File: src/rtl/booth_seq_mult_pkg.sv
// booth_seq_mult_pkg
//   Shared types and constants for the sequential radix-4 Booth multiplier.
//   - DEFAULT_W     : default operand width (bits, signed two's complement)
//   - state_t       : controller states IDLE / BUSY / DONE
//   - booth_digit_t : one-hot recoded Booth digit (neg, x1, x2)
//   - booth_encode  : maps a 3-bit overlapping multiplier window to a digit
package booth_seq_mult_pkg;

  localparam int DEFAULT_W = 16;

  typedef enum logic [1:0] {
    ST_IDLE = 2'd0,
    ST_BUSY = 2'd1,
    ST_DONE = 2'd2
  } state_t;

  // x1 and x2 are mutually exclusive; both low means a zero digit.
  typedef struct packed {
    logic neg;
    logic x1;
    logic x2;
  } booth_digit_t;

  // Window is {b[2k+1], b[2k], b[2k-1]}.
  function automatic booth_digit_t booth_encode(input logic [2:0] bits);
    booth_digit_t d;
    d = '0;
    case (bits)
      3'b001, 3'b010: d.x1 = 1'b1;
      3'b011:         d.x2 = 1'b1;
      3'b100:         begin d.neg = 1'b1; d.x2 = 1'b1; end
      3'b101, 3'b110: begin d.neg = 1'b1; d.x1 = 1'b1; end
      default:        d = '0;  // 000 and 111 are both zero digits
    endcase
    return d;
  endfunction

endpackage

File: src/rtl/booth_seq_mult_digit_row.sv
// booth_digit_row
//   Combinational partial-product generator for one radix-4 Booth digit.
//   Ports:
//     digit [2:0]  : overlapping multiplier window {b[2k+1], b[2k], b[2k-1]}
//     a     [W-1:0]: signed multiplicand
//     pp    [W+1:0]: sign-extended magnitude (a or 2a), one's-complemented
//                    when the digit is negative
//     neg          : carry-in that completes the two's-complement negation
module booth_digit_row
  import booth_seq_mult_pkg::*;
#(
  parameter int W = DEFAULT_W
) (
  input  logic [2:0]   digit,
  input  logic [W-1:0] a,
  output logic [W+1:0] pp,
  output logic         neg
);

  booth_digit_t enc;
  logic [W+1:0] a_ext;
  logic [W+1:0] mag;

  assign enc   = booth_encode(digit);
  // Two guard bits keep 2*a and -(2*a) representable for every a.
  assign a_ext = {{2{a[W-1]}}, a};

  always_comb begin
    mag = '0;
    if (enc.x2) begin
      mag = a_ext << 1;
    end else if (enc.x1) begin
      mag = a_ext;
    end
  end

  // The +1 of the negation is left to the accumulator adder as a carry-in.
  assign pp  = enc.neg ? ~mag : mag;
  assign neg = enc.neg;

endmodule

File: src/rtl/booth_seq_mult.sv
// booth_seq_mult
//   Sequential signed multiplier, one radix-4 Booth digit per clock.
//   A product takes W/2 cycles in BUSY, then is held in DONE until taken.
//   Ports:
//     clk, rst            : clock, asynchronous active-high reset
//     in_valid / in_ready : operand handshake (ready only in IDLE)
//     a, b                : signed multiplicand / multiplier
//     out_valid/out_ready : result handshake (valid only in DONE)
//     product [2W-1:0]    : signed a*b, forced to 0 while out_valid is low
//     busy                : high while digits are being processed
module booth_seq_mult
  import booth_seq_mult_pkg::*;
#(
  parameter int W = DEFAULT_W
) (
  input  logic           clk,
  input  logic           rst,
  input  logic           in_valid,
  output logic           in_ready,
  input  logic [W-1:0]   a,
  input  logic [W-1:0]   b,
  output logic           out_valid,
  input  logic           out_ready,
  output logic [2*W-1:0] product,
  output logic           busy
);

  localparam int NDIG  = W / 2;
  localparam int CNT_W = (NDIG > 1) ? $clog2(NDIG) : 1;
  localparam logic [CNT_W-1:0] LAST_DIGIT = CNT_W'(NDIG - 1);

  state_t           state_reg, state_next;
  logic [W-1:0]     a_reg, b_reg;
  logic [CNT_W-1:0] cnt_reg;
  logic [2*W-1:0]   acc_reg;

  logic [W:0]       b_ext;
  logic [2:0]       digit;
  logic [W+1:0]     pp;
  logic             pp_neg;
  logic [2*W-1:0]   pp_ext;
  logic [2*W-1:0]   addend;
  logic [2*W-1:0]   acc_next;
  logic             last_digit;

  // Appending the implicit b[-1]=0 lets digit k be read at bit offset 2k.
  assign b_ext = {b_reg, 1'b0};
  assign digit = 3'(b_ext >> {cnt_reg, 1'b0});

  booth_digit_row #(.W(W)) u_row (
    .digit (digit),
    .a     (a_reg),
    .pp    (pp),
    .neg   (pp_neg)
  );

  // Sign-extend, complete the negation, then weight by 4^k. Working modulo
  // 2^(2W) is exact because the final product always fits in 2W bits.
  assign pp_ext     = {{(W-2){pp[W+1]}}, pp};
  assign addend     = (pp_ext + {{(2*W-1){1'b0}}, pp_neg}) << {cnt_reg, 1'b0};
  assign acc_next   = acc_reg + addend;
  assign last_digit = (cnt_reg == LAST_DIGIT);

  always_comb begin
    state_next = state_reg;
    in_ready   = 1'b0;
    out_valid  = 1'b0;
    busy       = 1'b0;
    case (state_reg)
      ST_IDLE: begin
        in_ready = 1'b1;
        if (in_valid) state_next = ST_BUSY;
      end
      ST_BUSY: begin
        busy = 1'b1;
        if (last_digit) state_next = ST_DONE;
      end
      ST_DONE: begin
        out_valid = 1'b1;
        if (out_ready) state_next = ST_IDLE;
      end
      default: state_next = ST_IDLE;  // unused encoding falls back to IDLE
    endcase
  end

  assign product = out_valid ? acc_reg : '0;

  always_ff @(posedge clk or posedge rst) begin
    if (rst) begin
      state_reg <= ST_IDLE;
      a_reg     <= '0;
      b_reg     <= '0;
      cnt_reg   <= '0;
      acc_reg   <= '0;
    end else begin
      state_reg <= state_next;
      case (state_reg)
        ST_IDLE: begin
          if (in_valid) begin
            a_reg   <= a;
            b_reg   <= b;
            cnt_reg <= '0;
            acc_reg <= '0;
          end
        end
        ST_BUSY: begin
          acc_reg <= acc_next;
          // Counter parks on the last digit instead of wrapping.
          if (!last_digit) cnt_reg <= cnt_reg + 1'b1;
        end
        default: ;
      endcase
    end
  end

endmodule

File: config.mk
export PLATFORM = sky130hd
export DESIGN_NAME = booth_seq_mult
export DESIGN_NICKNAME = d
export VERILOG_FILES = /design/src/rtl/booth_seq_mult_pkg.sv /design/src/rtl/booth_seq_mult_digit_row.sv /design/src/rtl/booth_seq_mult.sv
export SDC_FILE = /design/constraint.sdc
export NUM_CORES = 1
export LEC_CHECK = 0
export ABC_AREA = 1
export CORE_MARGIN = 2
export CORE_UTILIZATION = 44
export CTS_BUF_LIST = sky130_fd_sc_hd__clkbuf_16
export DETAILED_ROUTE_END_ITERATION = 16
export GPL_ROUTABILITY_DRIVEN = 0
export HOLD_SLACK_MARGIN = 0.08
export PLACE_DENSITY = 0.74
export SLEW_MARGIN = 20
export SYNTH_ARGS = -nofsm -noshare
export SYNTH_HDL_FRONTEND = slang
export SYNTH_SLANG_ARGS = --single-unit
File: constraint.sdc
create_clock -name clk -period 6.9 [get_ports clk]
set_input_delay 1.035 -clock clk [delete_from_list [all_inputs] [get_ports clk]]
set_output_delay 1.035 -clock clk [all_outputs]
set_load 0.05 [all_outputs]
## Word level (Yosys, flattened, before mapping)

Index checks and enable logic that the tools add are counted.

| word-level totals | value |
|---|---|
| flip-flop bits (word level) | 69 |
| input bits | 36 |
| output and inout port bits | 35 |
| logic and storage cells | 52 |

| operators by class | value |
|---|---|
| add/sub/neg operators | 3 |
| equal/unequal tests | 13 |
| shift-type cells | 2 |
| muxes and demuxes | 19 |
| bitwise gates (word level) | 1 |
| reduce and logical (&&, ||, !) cells | 9 |

Operator list:

| operator | number |
|---|---|
| 32-bit two-way mux | 2 |
| 32-bit one-hot mux with 2 select lines | 1 |
| 18-bit two-way mux | 3 |
| 32-bit adder | 1 |
| 32-bit by 4-bit << shifter with 32-bit output | 1 |
| 18-bit by 2-bit adder with 19-bit output | 1 |
| 18-bit NOT | 1 |
| 17-bit by 4-bit >> shifter with 3-bit output | 1 |
| 3-bit equality test (second input constant) | 4 |
| 2-bit != test (second input constant) | 4 |
| 3-bit by 2-bit equality test with 1-bit output (second input constant) | 2 |
| 1-bit two-way mux | 6 |
| 2-bit two-way mux | 3 |
| 3-bit two-way mux | 2 |
| 2-bit one-hot mux with 3 select lines | 1 |
| 3-bit one-hot mux with 2 select lines | 1 |
| 3-bit AND reduction | 2 |
| 2-bit AND reduction | 2 |
| 4-bit OR reduction | 1 |
| 3-bit by 1-bit adder with 3-bit output (second input constant) | 1 |
| 3-bit by 1-bit equality test with 1-bit output (second input constant) | 1 |
| 3-bit OR reduction | 1 |
| 2-bit by 1-bit equality test with 1-bit output (second input constant) | 1 |
| 2-bit equality test (second input constant) | 1 |
| other kinds (3) | 3 |

## Longest topological paths before layout

Gate-level depths: netlist (run 1).

| depth | value |
|---|---|
| depth in word-level cells | 12 |
| gate-level depth with buffers | 41 |
| depth with buffers taken out | 38 |

## Hierarchy

From an unflattened synthesis (run 1), not the netlist that was laid out.

| unflattened totals | value |
|---|---|
| cells, all modules | 1018 |
| area, all modules | 6392.4 um^2 |

By module, submodules not included:

| module | times used | cells an instance | area an instance (um^2) | seq. area each (um^2) |
|---|---|---|---|---|
| booth_seq_mult | 1 | 909 | 5871.9 | 1726.7 |
| booth_digit_row | 1 | 109 | 520.5 | 0.0 |

## Worst setup path before layout (run 1)

No wires, ideal clock.

| timing path | value |
|---|---|
| kind | register -> register |
| from | register cnt_reg[0] |
| to | register acc_reg[30] |
| library setup time | 0.131 ns |
| data arrival time | 5.478 ns |
| data required time | 6.769 ns |
| path slack | 1.291 ns |
| cell stages (with the launch flop) | 37 |
| buffers on the path | 4 |
| clock period less this slack | 5.609 ns |
| cells stage by stage | dfrtp_1 inv_2 buf_6 clkbuf_1 nor2_1 o21ai_0 inv_1 o21ai_0 inv_1 ha_1 clkbuf_1 clkbuf_1 nand2_1 nand2_1 nand3_1 nand2_1 ha_1 nand4_2 nor3_1 xor2_1 o21ai_1 or2_1 o211ai_1 o21ai_1 ha_1 nand2_1 nor2_1 nand2_1 o211ai_1 a31oi_1 o21ai_0 a21oi_1 o21bai_1 a31o_2 a21oi_1 o21ai_0 o21ai_0 |

| on the way | value |
|---|---|
| word-level cells in the longest chain between the ends | 12 |
| elaborated cells between the ends (all ways) | 21 |
| those cells by class | add/sub: 2; eq/ne: 6; shift: 2; mux: 7; bitwise: 1; reduce/logical: 3 |

Ends and longest elaborated chain:

| item | RTL line | RTL |
|---|---|---|
| start, declared | booth_seq_mult.sv:34 | `logic [CNT_W-1:0] cnt_reg;` |
| start signal, assigned | booth_seq_mult.sv:109 | `if (!last_digit) cnt_reg <= cnt_reg + 1'b1;` |
| 17-bit by 4-bit >> shifter with 3-bit output | booth_seq_mult.sv:48 | `assign digit = 3'(b_ext >> {cnt_reg, 1'b0});` |
| 3-bit by 1-bit equality test with 1-bit output, or another cell as far along | booth_seq_mult_pkg.sv:28 | `case (bits)` |
| 4-bit OR reduction (no line) | n/a |  |
| 1-bit two-way mux | booth_seq_mult_pkg.sv:28 |  |
| 18-bit two-way mux | booth_seq_mult_digit_row.sv:32 | `end else if (enc.x1) begin` |
| 18-bit two-way mux | booth_seq_mult_digit_row.sv:30 | `if (enc.x2) begin` |
| 18-bit NOT | booth_seq_mult_digit_row.sv:38 | `assign pp = enc.neg ? ~mag : mag;` |
| 18-bit two-way mux | booth_seq_mult_digit_row.sv:38 |  |
| 18-bit by 2-bit adder with 19-bit output | booth_seq_mult.sv:60 | `assign addend = (pp_ext + {{(2*W-1){1'b0}}, pp_neg}) << {cnt_reg, 1'b0};` |
| 32-bit by 4-bit << shifter with 32-bit output * | booth_seq_mult.sv:60 |  |
| 32-bit adder * | booth_seq_mult.sv:61 | `assign acc_next = acc_reg + addend;` |
| 32-bit one-hot mux with 2 select lines * | booth_seq_mult.sv:97 | `case (state_reg)` |
| end signal, assigned | booth_seq_mult.sv:107 | `acc_reg <= acc_next;` |
| end, declared | booth_seq_mult.sv:35 | `logic [2*W-1:0] acc_reg;` |

Every way passes the cells marked *; elsewhere a longest branch is shown, timed or not.
A chain may end at the register's enable or synchronous reset.

## Worst setup path in the final report (run 1)

Ends and elaborated chain as after synthesis.

==> results of run 1 <==
-- logic make-up (layout without fill, tap and decap cells) --
kind of cell | Yosys count | in the layout | synth area share (%)
buffers and inverters | 153 | 207 | 9.458
DFF | 69 | 69 | 26.80
AOI/OAI and AO/OA | 210 | 210 | 17.89
muxes | 4 | 4 | 0.6215
and+or+nand+nor | 477 | 478 | 33.19
adders and majority gates | 46 | 46 | 9.050
xor gates and xnor gates | 22 | 22 | 2.991
-- cell usage after synthesis, drive strengths merged, types with 4 or more instances --
library cell  number
xor2              16
mux2i              4
clkbuf            25
dfrtp             69
ha                45
o211ai             7
o21ai            107
a21oi             57
inv              110
nand2            264
o22ai             21
nor2              97
nand3             96
nor3               6
o21bai             4
buf               15
or2                7
xnor2              6
nand4              4
-- worst min path at each step --
stage / endpoint / depth (start not counted)
finish: b_reg[10] / 2
global route: b_reg[12] / 2
CTS: b_reg[10] / 2
detailed placement: b_reg[10] / 2
global placement: b_reg[0] / 2
floorplan: b_reg[0] / 2
-- repair_timing --
item	4_1_cts	5_1_grt
resized for setup	0	7
setup endpoints to repair	0	11
endpoints found under the hold margin	0	0
-- critical path: cells and delay by family (launching register included) --
kind | cells | cell delay [ns]
AO/OA/AOI/OAI | 16 | 2.40
XOR/XNOR | 1 | 0.22
adder cells (fa/ha/maj) | 3 | 0.78
buffers and inverters | 4 | 0.54
flip-flops | 1 | 0.50
AND/OR/NAND/NOR | 10 | 1.50
-- final cells by class --
| cell class | instances | area [um^2] | share of cell area [%] |
|---|---|---|---|
| clock inverter | 7 | 76.32 | 1.008 |
| tap | 184 | 230.2 | 3.039 |
| timing repair buffer | 78 | 760.7 | 10.04 |
| inverter | 113 | 427.9 | 5.649 |
| clock buffer | 9 | 225.2 | 2.973 |
| multi-input combinational | 760 | 4126 | 54.48 |
| sequential | 69 | 1728 | 22.81 |
-- layer usage --
layer,GRT usage [%],vias up
met5,0,-
met4,6.601,0
met3,4.236,25
met2,36.51,156
met1,29.48,2992
li1,-,3331
-- through the flow --
stage	worst slack [ns]	cells
3_5_place_dp	0.3660	1203
3_3_place_gp	0.6324	1203
4_1_cts	0.3517	1219
2_1_floorplan	1.291	981
5_1_grt	0.1071	1220
6_report	0.8509	1220
==> impl_metrics.env, run 1 <==
export IMPL_ys_top_cells_by_area="dfrtp_1 (27%), nand2_1 (14%), ha_1 (8.7%)"
export IMPL_min_from="b_reg[10]"
export IMPL_cts_root_buf="clkbuf_16"
export IMPL_holdBufCountCts=0
export IMPL_yosys_warnings=0
export IMPL_status="finished clean"
export IMPL_critical_path_endpoint_type="register"
export IMPL_hold_worst_slack_ns=0.4839
export IMPL_period_share_pct=87.67
export IMPL_yosysUniqueCellTypes=48
export IMPL_postCtsSetupBuffers=0
export IMPL_worstPathArrival_ns=6.31
export IMPL_largest_reg_flops=32
export IMPL_htree_levels=3
export IMPL_crit_reg2reg_launch="cnt_reg[0]"
export IMPL_wl_per_cell_um=13.57
export IMPL_synthesis_area_um2=6442
export IMPL_cp_required_ns=7.16
export IMPL_grt_pass1_vias=6254
export IMPL_finalWirelength_um=16560
export IMPL_gr_total_overflow=0
export IMPL_vias_per_cell=5.331
export IMPL_max_cap_viol_count=0
export IMPL_final_common_cell="nand2_1"
export IMPL_ys_seq_elements=69
export IMPL_slew_viol_final=0
export IMPL_critical_path_class="register to register"
export IMPL_met2WireLength_um=7820
export IMPL_start_util_pct=44.67
export IMPL_clockBufferDepth=2
export IMPL_diodes=0
export IMPL_crit_top_cell="o21ai_0"
export IMPL_hp_class="register to register"
export IMPL_r2r_end="acc_reg[30]"
export IMPL_row_count=44
export IMPL_slowest_stage="dfrtp_2"
export IMPL_reg2reg_depth=34
export IMPL_ios=71
export IMPL_grt_max_degree=70
export IMPL_crit_fanout=30
export IMPL_drc=0
export IMPL_synth_nets=1063
export IMPL_max_stage_delay_ns=0.50
export IMPL_startpoint="cnt_reg[0]"
export IMPL_tritoncts="done"
export IMPL_die_area_um2=15630
export IMPL_postRouteAntennaNets=0
export IMPL_antenna_found_initial=0
export IMPL_min_period_ns=6.049
export IMPL_hpwl_um=12390
export IMPL_area_delta_synth_final_pct=17.58
export IMPL_place_area_um2=7248
export IMPL_final_nets=1113
export IMPL_tightest_slew_ns=0.9032
export IMPL_clk_latency_ns=0.35
export IMPL_route_met3_wl_um=723
export IMPL_drtIter0Drc=412
export IMPL_drt_pass1_iter_count=5
export IMPL_fin_util_pct=52.52
export IMPL_numPortBuffers=70
export IMPL_clk_pin_slew_worst_paths_ns=0.06
export IMPL_seq_area_frac_synth_pct=26.80
export IMPL_die_h_um=125.0
export IMPL_cts_sinks=69
export IMPL_timing_fmax_ghz=0.1653
export IMPL_fillCellCount=1467
export IMPL_coreArea_um2=14420
export IMPL_numCtsBuffers=9
export IMPL_yosysTopAreaCell="dfrtp_1"
export IMPL_layout_drive_gt1_share_pct=7.432
export IMPL_topRoutingLayerUsed="met4"
export IMPL_ys_flop_type="dfrtp_1"
export IMPL_die_w_um=125.0
export IMPL_fin_area_um2=7575
export IMPL_finClkSkew_ns=0.004942
export IMPL_avgSynthCellArea_um2=6.567
export IMPL_final_cell_mix="nand2_1 (246), inv_1 (106), nor2_1 (91), nand3_1 (87), o21ai_0 (86)"
export IMPL_reg2reg_slack_ns=0.85
export IMPL_synth_edf_count=0
export IMPL_cp_endpoint="acc_reg[30]"
export IMPL_drt_met1_wl_um=7696
export IMPL_yosysTopAreaCellShare_pct=26.80
export IMPL_netlist_instances=981
export IMPL_vias=6504
export IMPL_grt_first_pass_wirelength_um=28810
export IMPL_setup_violations=0
export IMPL_rsz0062_at_grt="no"
export IMPL_setup_tns_ns=0
export IMPL_cp_start_kind="register"
export IMPL_slew_headroom_pct=39.79
export IMPL_async_reset_ff_share_pct=100.0
export IMPL_hold_violations=0
export IMPL_track_usage_pct=22.07
Power of run 1 is left out: the tool's default activity adds up to more than one toggle a clock period on the data nets, which glitch-free logic cannot reach.
==> inputs of run 2 (changes only) <==
CTS_CLUSTER_DIAMETER = 50   (was not set)
==> results of run 2 <==
Same layout as run 1: the final DEF is identical, and so are final timing and power.
Power of run 2 is left out for the same reason.
